<file path="src/rtl/demosaic_timing_ctrl.sv">
// demosaic_timing_ctrl: frame/line/pixel sequencing, line-buffer control, priming mask
// and Bayer phase generation for a 3-line demosaic pipeline.
module demosaic_timing_ctrl #(
  parameter int LATENCY = 3,
  parameter int PRIME_LINES = 1,
  parameter int CNT_W = 12
) (
  input  logic             clock,
  input  logic             reset,
  input  logic [1:0]       cfg_pattern,
  input  logic             vs_i,
  input  logic             hs_i,
  input  logic             de_i,
  output logic             buf_aclr,
  output logic             buf_clken,
  output logic             line_phase,
  output logic             pixel_phase,
  output logic             vs_o,
  output logic             hs_o,
  output logic             de_o,
  output logic [CNT_W-1:0] line_cnt,
  output logic [CNT_W-1:0] pix_cnt,
  output logic             width_err,
  output logic             frame_done
);
  typedef enum logic [1:0] {IDLE, PRIME, ACTIVE} state_t;
  state_t state;
  logic vs_q, de_q, ref_valid;
  logic [1:0] pat;
  logic [CNT_W:0] ref_width, pix_len, line_nxt;
  logic [LATENCY:1] vs_d, hs_d, de_d, mask_d;
  logic vs_rise, eol, cont, pix_max, line_max;
  always_comb begin
    vs_rise = vs_i & ~vs_q;
    eol = de_q & ~de_i;
    cont = de_i & de_q;
    pix_max = &pix_cnt;
    line_max = &line_cnt;
    pix_len = {1'b0, pix_cnt} + {{CNT_W{1'b0}}, 1'b1};
    line_nxt = {1'b0, line_cnt} + {{CNT_W{1'b0}}, 1'b1};
  end
  assign buf_aclr = vs_rise;
  assign buf_clken = de_i & (state != IDLE);
  assign vs_o = vs_d[LATENCY];
  assign hs_o = hs_d[LATENCY];
  assign de_o = de_d[LATENCY] & ~mask_d[LATENCY];
  // ACTIVE is entered on the eol that closes the last priming line, so no line is ever half-masked
  always_ff @(posedge clock) begin
    if (reset) begin
      state <= IDLE;
      vs_q <= 1'b0;
      de_q <= 1'b0;
      pat <= '0;
      ref_width <= '0;
      ref_valid <= 1'b0;
      line_cnt <= '0;
      pix_cnt <= '0;
      width_err <= 1'b0;
      frame_done <= 1'b0;
      vs_d <= '0;
      hs_d <= '0;
      de_d <= '0;
      mask_d <= '0;
      line_phase <= 1'b0;
      pixel_phase <= 1'b0;
    end else begin
      vs_q <= vs_i;
      de_q <= de_i;
      vs_d <= {vs_d[LATENCY-1:1], vs_i};
      hs_d <= {hs_d[LATENCY-1:1], hs_i};
      de_d <= {de_d[LATENCY-1:1], de_i};
      mask_d <= {mask_d[LATENCY-1:1], state != ACTIVE};
      frame_done <= vs_rise & (state == ACTIVE || line_cnt != '0);
      line_phase <= vs_rise ? cfg_pattern[1] : line_phase ^ (de_d[LATENCY] & ~de_d[LATENCY-1]);
      pixel_phase <= (de_d[LATENCY-1] & de_d[LATENCY]) ? ~pixel_phase : pat[0];
      if (vs_rise) begin
        state <= PRIME;
        pat <= cfg_pattern;
        line_cnt <= '0;
        pix_cnt <= '0;
        width_err <= 1'b0;
        ref_valid <= 1'b0;
      end else if (state != IDLE) begin
        pix_cnt <= cont ? (pix_max ? pix_cnt : pix_len[CNT_W-1:0]) : '0;
        if (cont & pix_max) width_err <= 1'b1;
        if (eol) begin
          line_cnt <= line_max ? line_cnt : line_nxt[CNT_W-1:0];
          ref_valid <= 1'b1;
          if (!ref_valid) ref_width <= pix_len;
          else if (pix_len != ref_width) width_err <= 1'b1;
          if (state == PRIME && line_nxt >= (CNT_W+1)'(PRIME_LINES)) state <= ACTIVE;
        end
      end
    end
  end
endmodule

</file>
<file path="config.mk">
export PLATFORM = sky130hd
export DESIGN_NAME = demosaic_timing_ctrl
export DESIGN_NICKNAME = d
export VERILOG_FILES = /design/src/rtl/demosaic_timing_ctrl.sv
export SDC_FILE = /design/constraint.sdc
export NUM_CORES = 1
export LEC_CHECK = 0
export ABC_AREA = 1
export CAP_MARGIN = 20
export CORE_UTILIZATION = 55
export DETAILED_ROUTE_END_ITERATION = 6
export GPL_ROUTABILITY_DRIVEN = 1
export PLACE_DENSITY = 0.91
export SLEW_MARGIN = 10
export SYNTH_ARGS = -nofsm -noshare
export SYNTH_HDL_FRONTEND = slang
export SYNTH_SLANG_ARGS = --single-unit
</file>
<file path="constraint.sdc">
create_clock -name clock -period 5.1 [get_ports clock]
set_clock_uncertainty 0.1 [all_clocks]
set_input_delay 1.02 -clock clock [delete_from_list [all_inputs] [get_ports clock]]
set_output_delay 1.02 -clock clock [all_outputs]
set_load 0.005 [all_outputs]
</file>
Yosys cells after proc, flatten, opt, wreduce, memory -nomap -nowiden
Index checks and enable logic that the tools add are counted.
Widths: inputs -> output; s select.
{"block": "totals", "ff_bits": 59, "latchBits": 0, "ram_bits": 0, "romBits": 0, "input_bits": 7, "output_inout_bits": 33, "n_memories": 0}
{"block": "classes", "addsub": 2, "n_mul": 0, "n_div": 0, "n_lt_le_gt_ge": 1, "eq_ne": 5, "shifts": 0, "mux": 12, "n_bitwise": 18, "reduce_logical": 16}
{"operator": "$add 12x1->13 const B", "n": 2}
{"operator": "$mux 12", "n": 2}
{"operator": "$reduce_and 12->1", "n": 2}
{"operator": "$ge 13x1->1 const B", "n": 1}
{"operator": "$ne 13x13->1", "n": 1}
{"operator": "$reduce_bool 12->1", "n": 1}
{"operator": "$mux 1", "n": 10}
{"operator": "$and 1x1->1", "n": 9}
{"operator": "$reduce_and 3->1", "n": 3}
{"operator": "$not 1->1", "n": 8}
{"operator": "$reduce_bool 2->1", "n": 4}
{"operator": "$ne 2x2->1 const B", "n": 2}
{"operator": "$reduce_and 2->1", "n": 2}
{"operator": "$reduce_and 4->1", "n": 1}
{"operator": "$eq 2x1->1 const B", "n": 1}
{"operator": "$eq 2x2->1 const B", "n": 1}
{"operator": "$reduce_or 2->1", "n": 1}
{"operator": "$logic_and 1x1->1", "n": 1}
{"operator": "$logic_or 1x1->1", "n": 1}
{"operator": "$xor 1x1->1", "n": 1}

Depth between registers and ports, before layout
Gate-level depths: netlist of the first run.
{"block": "logic_depth", "ltp_word": 7, "ltp_mapped": 16, "depth_no_buf": 16}

Least setup slack after synthesis of the first run
OpenSTA, ideal clock, no wires.
{"block": "synth_path", "kind": "input -> output", "start": "input port vs_i", "end": "output port buf_aclr", "arrival_time_ns": 1.235, "required_ns": 3.980, "slack_ns": 2.745, "cell_stages": 2, "path_cell_list": "inv_1 -> nor2_1"}
{"block": "synth_via", "elab_chain_cells": 1}
{"element": "start, declared", "line": "11", "source": "input logic vs_i,"}
{"element": "$and 1x1->1", "line": "34", "source": "vs_rise = vs_i & ~vs_q;"}
{"element": "end, declared", "line": "14", "source": "output logic buf_aclr,"}
Every way passes these cells.

Worst setup path after layout of the first run
Ends and elaborated chain as after synthesis.

==> metrics.yaml, run 1 <==
status: "completed"
row_count: 26
h-tree-depth: 3
io_buffers: 39
grt_max_degree: 21
insertedDiodeCount: 0
ys_types: 34
yosysTopAreaCell: "dfxtp_1"
antenna_found_initial: 0
cp-startpoint: "vs_i"
synth-xor-area-share_pct: 4.39
clk_latency_ns: 0.35
drc: 0
cts_setup_buffers: 0
crit_path_top_delay_cell: "clkdlybuf4s50_1"
finalSetupViolCount: 0
crit_path_start_kind: "input port"
vias_per_cell: 5.21
vias: 2795
leakage_nw: 1.40
power_uw: 897
ant_nets: 0
grt_pass1_vias: 2482
crit_fanout: 3
syn_area_mm2: 0.00291
finalCritPeriodShare_pct: 67.0
cap_violations: 0
grt-ovfl-total: 0
synth_sequential_area_ratio_pct: 39.3
required_ns: 3.98
layout-drive-gt1-share_pct: 9.44
cp.arrival_ns: 2.30
p_per_area_mw_per_mm2: 256
grt_pass1_wl_um: 11000
hold_buffers: 0
tns_ns: 0
synth_seq_cells: 57
track_usage_pct: 26.3
place_congestion: 0.912
synth.area.mux_share_pct: 0
min_path_type: "register to register"
hold_violations: 0
path_cells: "clkdlybuf4s50_1, inv_1, nor2_1, clkdlybuf4s50_1"
start_util_pct: 56.9
synth_top_family_by_area: "simple AND/OR/NAND/NOR gates"
fp.dieH_um: 74.7
hold_slack_ns: 0.304
cts_tree: "yes"
nets: 471
die_x_um: 74.7
first_iter_violations: 237
cp_slowest_stage_delay_ns: 0.56
drt-total-wl_um: 6830
min_from: "hs_d[2]"
clock-root-buffer: "clkbuf_8"
dpl.hpwl_um: 4770
layout_commonest_cell: "nand2_1"
ioPinCount: 40
synth_adder_area_share_pct: 1.29
area_delta_synth_final_pct: 20.6
relSlewSlack_pct: 54.5
synth_area_leaders: "dfxtp_1 (39%), nand2_1 (12%), inv_1 (8.8%)"
wire_per_inst_um: 12.7
syn_inst: 419
drv_slew: 0
worstMarginPinSlew_ns: 0.680
ctsResizeCount: 0
worstReg2RegStart: "de_d[1]"
synth_compound_area_share_pct: 13.0
cts_buffers: 9
layout_common_cells: "nand2_1 (91), inv_1 (68), dfxtp_1 (57), nor2_1 (50), clkdlybuf4s50_1 (39)"
critPathKind: "input port to primary output"
ir_worst_vdd_v: 0.000162
min_period_ns: 3.42
rsz0062_at_grt: "no"
critPathCaptureType: "primary output"
syn_area_per_cell_um2: 6.93
core_mm2: 0.00511
max_freq_ghz: 0.293
yosys_warnings: 0
yosys.area.top_type_share_pct: 39.3
design.die.area_mm2: 0.00558
syn_nets: 429
cts.sinks: 57
yosys.area_share.simple_pct: 30.5
crit_top_cell: "clkdlybuf4s50_1"
clk_pin_slew_ns: 0.07
max-clock-path-buffers: 2
dr.pass1.iters: 5
worst paths after layout:
path / endpoint / slack (ns) / cells past startpoint
worst max-delay path: buf_aclr / 1.68 / 4
worst min-delay path: hs_d[3] / 0.30 / 2
worst max register to register: ref_width[7] / 2.78 / 10
worst min register to register: hs_d[3] / 0.30 / 2
kinds of logic (layout without fill, tap and decap cells):
group / Yosys count / in the layout
flip-flops: 57 / 57
adder cells (fa/ha/maj): 3 / 3
buffers and inverters: 82 / 129
XOR/XNOR: 13 / 13
AND/OR/NAND/NOR: 197 / 197
AO/OA/AOI/OAI: 67 / 67
final cells by class:
cell class / count / area [um2]
clock buffer: 10 / 128
fill: 442 / 1600
sequential: 57 / 1140
inverter: 73 / 274
timing repair buffer: 40 / 398
clock inverter: 6 / 43.8
multi-input combinational: 280 / 1430
tap: 70 / 87.6
per-stage QoR:
stage	utilization (%)	area [um2]	instances	worst slack (ns)
finish	68.6	3500	536	1.68
CTS	68.6	3500	536	1.68
detailed placement	65.2	3330	520	1.68
floorplan	-	2910	419	2.75
global route	68.6	3500	536	1.64
global placement	65.2	3330	520	1.69
synthesized netlist by cell type (all sizes together):
cell type  instances
o21ai             25
a32o               1
xor2              10
nor4               1
clkinv             1
nor3b              1
buf                5
inv               72
nor2              56
dfxtp             57
ha                 3
a311oi             1
xnor3              1
nor3               7
xnor2              2
or2                1
nand3b             3
clkbuf             4
a41oi              1
a21oi             37
nand3             27
nand4              5
o211ai             2
nand2             96
where the power goes:
| part | switching (mW) | internal (mW) |
|---|---|---|
| clock | 0.194 | 0.176 |
| combinational | 0.0381 | 0.0254 |
| sequential | 0.00691 | 0.456 |
registers in the layout (all words and copies together) (netlist names):
| register | count |
|---|---|
| ref_width | 13 |
| line_cnt | 12 |
| pix_cnt | 12 |
| de_d | 3 |
| hs_d | 3 |
| mask_d | 3 |
| vs_d | 3 |
| state | 2 |
| frame_done | 1 |
| line_phase | 1 |
| pat | 1 |
| pixel_phase | 1 |
| ref_valid | 1 |
| width_err | 1 |
critical path, delay by kind of cell:
kind	cells	cell delay, ns
and+or+nand+nor	1	0.22
buffers and inverters	3	1.06
layer usage:
metal / vias to the layer above / global-route usage (%) / part of all wire [%]
met3: 16 / 8.30 / 6.9
met2: 107 / 41.7 / 47
li1: 1399 / - / -
met4: 0 / 11.3 / 2.1
met1: 1273 / 33.1 / 44
met5: - / 0 / 0
Note: power is estimated with default switching activity, not from simulation.
==> inputs of run 2 (changes only) <==
- clock period: 5.1 -> 3.3 ns (I/O delays scaled with it)
==> metrics.yaml, run 2 (synthesis gave the netlist of run 1 again) <==
status: "completed"
wire_per_inst_um: 12.4
power_frac_comb_pct: 6.4
rsz0062_at_grt: "no"
drt-total-wl_um: 6660
seqPwrFrac_pct: 46.4
ant_nets: 0
dp_slack_ns: 0.601
hold_buffers: 0
core_mm2: 0.00511
layout_commonest_cell: "nand2_1"
vias: 2829
layout_common_cells: "nand2_1 (91), inv_1 (68), dfxtp_1 (57), nor2_1 (50), clkdlybuf4s50_1 (39)"
instances_no_fill: 538
first_iter_violations: 233
tns_ns: 0
min_path_type: "register to register"
grt_max_degree: 21
track_usage_pct: 26.2
finalSetupViolCount: 0
h-tree-depth: 3
design.die.area_mm2: 0.00558
clock-root-buffer: "clkbuf_8"
p_switching_uw: 348
cp-startpoint: "vs_i"
worstMarginPinSlew_ns: 0.654
cts_setup_buffers: 0
fin_ws_ns: 0.643
drc: 0
cts_buffers: 9
intPower_mw: 1.19
fin_area_mm2: 0.00357
grt_pass1_vias: 2556
cts_tree: "yes"
leakage_nw: 1.44
grt-ovfl-total: 0
antenna_found_initial: 0
cap_violations: 0
io_buffers: 39
fp.dieH_um: 74.7
dp_cells: 522
nets: 473
switching_share_pct: 22.6
layout-drive-gt1-share_pct: 9.62
start_util_pct: 56.9
min_from: "vs_d[2]"
dr.pass1.iters: 5
regMostFlops: "ref_width"
min_period_ns: 2.66
ir_worst_vdd_v: 0.000207
hold_violations: 0
cp.arrival_ns: 1.90
area_delta_synth_final_pct: 22.8
crit_path_start_kind: "input port"
max_freq_ghz: 0.376
post_dp_cell_area_mm2: 0.00335
relSlewSlack_pct: 56.1
place_congestion: 0.925
worstReg2RegStart: "pix_cnt[0]"
grt_pass1_wl_um: 11000
crit_fanout: 3
clk_pin_slew_ns: 0.06
vias_per_cell: 5.26
insertedDiodeCount: 0
die_x_um: 74.7
cts.sinks: 57
largest_reg_flops: 13
dpl.hpwl_um: 4710
top_regs: "ref_width (13), line_cnt (12), pix_cnt (12)"
required_ns: 2.54
p_per_area_mw_per_mm2: 432
p_clk_share_pct: 47.1
ctsResizeCount: 0
ioPinCount: 40
drv_slew: 0
row_count: 26
critPathKind: "input port to primary output"
finalCritPeriodShare_pct: 80.5
clk_latency_ns: 0.33
critPathCaptureType: "primary output"
power_mw: 1.54
max-clock-path-buffers: 2
[run 2: cell type report]
type                       instances  area [um2]
fill                             400        1540
clock inverter                     4        76.3
inverter                          73         274
clock buffer                      12         145
multi-input combinational        280        1430
tap                               70        87.6
sequential                        57        1140
timing repair buffer              42         413
[run 2: path summary, 6_finish.rpt]
check | to | slack (ns) | cells past startpoint
hold reg to reg | vs_d[3] | 0.30 | 2
setup / recovery | buf_aclr | 0.64 | 4
setup reg to reg | pix_cnt[2] | 1.12 | 11
hold / removal | vs_d[3] | 0.30 | 2
[run 2: critical path, cell delays in order]
cell             delay, ns
clkdlybuf4s50_1       0.45
inv_1                 0.05
nor2_1                0.19
clkdlybuf4s50_1       0.54
[run 2: power by group through the flow]
stage | Combinational [mW] | Sequential (mW) | Clock, mW
after floorplan | 0.0622 | 0.729 | 0
after global placement | 0.0935 | 0.730 | 0
after detailed placement | 0.0971 | 0.731 | 0
after CTS | 0.0989 | 0.715 | 0.731
after global routing | 0.110 | 0.717 | 0.764
final | 0.0992 | 0.715 | 0.726
[run 2: per-layer routing]
layer	vias to the layer above	GRT usage (%)	wire, um
met1	1303	31.1	2850
met4	0	16.1	207
met2	98	43.5	3240
met5	-	0	0
li1	1407	-	-
met3	21	5.49	355
[run 2: stage by stage]
step / hold WS (ns) / util (%)
2_1_floorplan: 0.288 / -
3_3_place_gp: 0.289 / 65.5
3_5_place_dp: 0.292 / 65.5
4_1_cts: 0.304 / 69.9
5_1_grt: 0.319 / 69.9
6_report: 0.303 / 69.9
==> inputs of run 3 (changes only) <==
- CORE_UTILIZATION: 55 -> 49
- PLACE_DENSITY: 0.91 -> 0.86
- clock period: 3.3 -> 2.4 ns (I/O delays scaled with it)
==> metrics.yaml, run 3 (synthesis gave the netlist of run 1 again) <==
first_iter_violations: 222
core_mm2: 0.00561
place_congestion: 0.853
layout_common_cells: "nand2_1 (91), inv_1 (68), dfxtp_1 (57), nor2_1 (50), clkdlybuf4s50_1 (39)"
cts_tree: "yes"
die_x_um: 79
design.die.area_mm2: 0.00624
antenna_found_initial: 0
hold_buffers: 0
cap_violations: 0
vias: 2830
io_buffers: 39
fp.dieH_um: 79
max-clock-path-buffers: 2
grt_pass1_wl_um: 11500
layout.area.seq_mm2: 0.00114
tns_ns: 0
crit_path_start_kind: "input port"
multi_input_area_mm2: 0.00143
vias_per_cell: 5.23
wire_per_inst_um: 12.8
min_path_type: "register to register"
top_regs: "ref_width (13), line_cnt (12), pix_cnt (12)"
area_delta_synth_final_pct: 22.5
grt_max_degree: 20
seqPwrFrac_pct: 48.2
layout-drive-gt1-share_pct: 10.2
dpl.hpwl_um: 4730
clock-root-buffer: "clkbuf_8"
grt-ovfl-total: 0
p_clk_share_pct: 45.1
critPathCaptureType: "primary output"
largest_reg_flops: 13
ir_worst_vdd_v: 0.000267
ant_nets: 0
relSlewSlack_pct: 58.3
required_ns: 1.82
power_frac_comb_pct: 6.7
grt_pass1_vias: 2647
finalCritPeriodShare_pct: 96.9
crit_fanout: 3
cts_setup_buffers: 0
hold_slack_ns: 0.308
cts.sinks: 57
hold_violations: 0
drv_slew: 0
clk_latency_ns: 0.35
insertedDiodeCount: 0
ioPinCount: 40
track_usage_pct: 23.8
fillers: 505
nets: 474
cts_buffers: 9
layout_commonest_cell: "nand2_1"
critPathKind: "input port to primary output"
p_switching_uw: 529
row_count: 27
cp.arrival_ns: 1.74
rsz0062_at_grt: "no"
drc: 0
switching_share_pct: 25.9
finalSetupViolCount: 0
dp_cells: 525
regMostFlops: "ref_width"
worstMarginPinSlew_ns: 0.621
max_freq_ghz: 0.430
leakage_nw: 1.44
dr.pass1.iters: 5
clk_pin_slew_ns: 0.07
h-tree-depth: 3
p_per_area_mw_per_mm2: 573
drt-total-wl_um: 6900
start_util_pct: 51.8
min_period_ns: 2.32
instances_no_fill: 541
ctsResizeCount: 0
status: "completed"
fin_util_pct: 63.5
intPower_mw: 1.51
==> run 3: cell types whose count changed in the layout (fill, tap and decap cells not counted) <==
cell,change
buf_4,+1
clkinv_2,+1
clkbuf_1,-2
clkinv_4,+1
clkbuf_8,-1
bufinv_16,-1
inv_6,+2
==> run 3: layer usage <==
metal  share of wire (%)  GRT usage (%)
met5                   0              0
met4                 2.0           13.1
met3                 6.9           6.67
met2                  48           39.2
met1                  43           27.7
==> run 3: critical path, cell delays in order <==
cell and delay [ns]:
clkdlybuf4s50_1 0.45, inv_1 0.04, nor2_1 0.21, clkdlybuf4s50_1 0.56
==> run 3: worst paths after layout <==
check,startpoint,to,slack [ns],depth (start not counted)
max,vs_i,buf_aclr,0.08,4
min,hs_d[2],hs_d[3],0.31,2
max reg2reg,pix_cnt[0],pix_cnt[1],0.26,11
min reg2reg,hs_d[2],hs_d[3],0.31,2
==> run 3: stage by stage <==
step | instance area (um2) | total power [mW] | setup WS (ns)
global route | 3560 | 2.11 | 0.00825
global placement | 3360 | 1.13 | 0.0957
floorplan | 2910 | 1.09 | 0.535
detailed placement | 3360 | 1.14 | 0.0710
CTS | 3560 | 2.06 | 0.0667
finish | 3560 | 2.04 | 0.0752
==> run 3: layout make-up <==
type	instances	area share [%]
Multi-Input combinational cell	280	40.2
Sequential cell	57	32.1
Timing Repair Buffer	43	11.8
Inverter	73	7.70
Clock buffer	9	3.48
Tap cell	72	2.53
Clock inverter	7	2.18
==> run 3: power by group through the flow <==
| stage | clock, mW | combinational (mW) | sequential [mW] |
|---|---|---|---|
| final | 0.919 | 0.138 | 0.983 |
| after global routing | 0.974 | 0.151 | 0.985 |
| after CTS | 0.936 | 0.137 | 0.983 |
| after detailed placement | 0 | 0.135 | 1.00 |
| after global placement | 0 | 0.131 | 1.00 |
| after floorplan | 0 | 0.0855 | 1.00 |
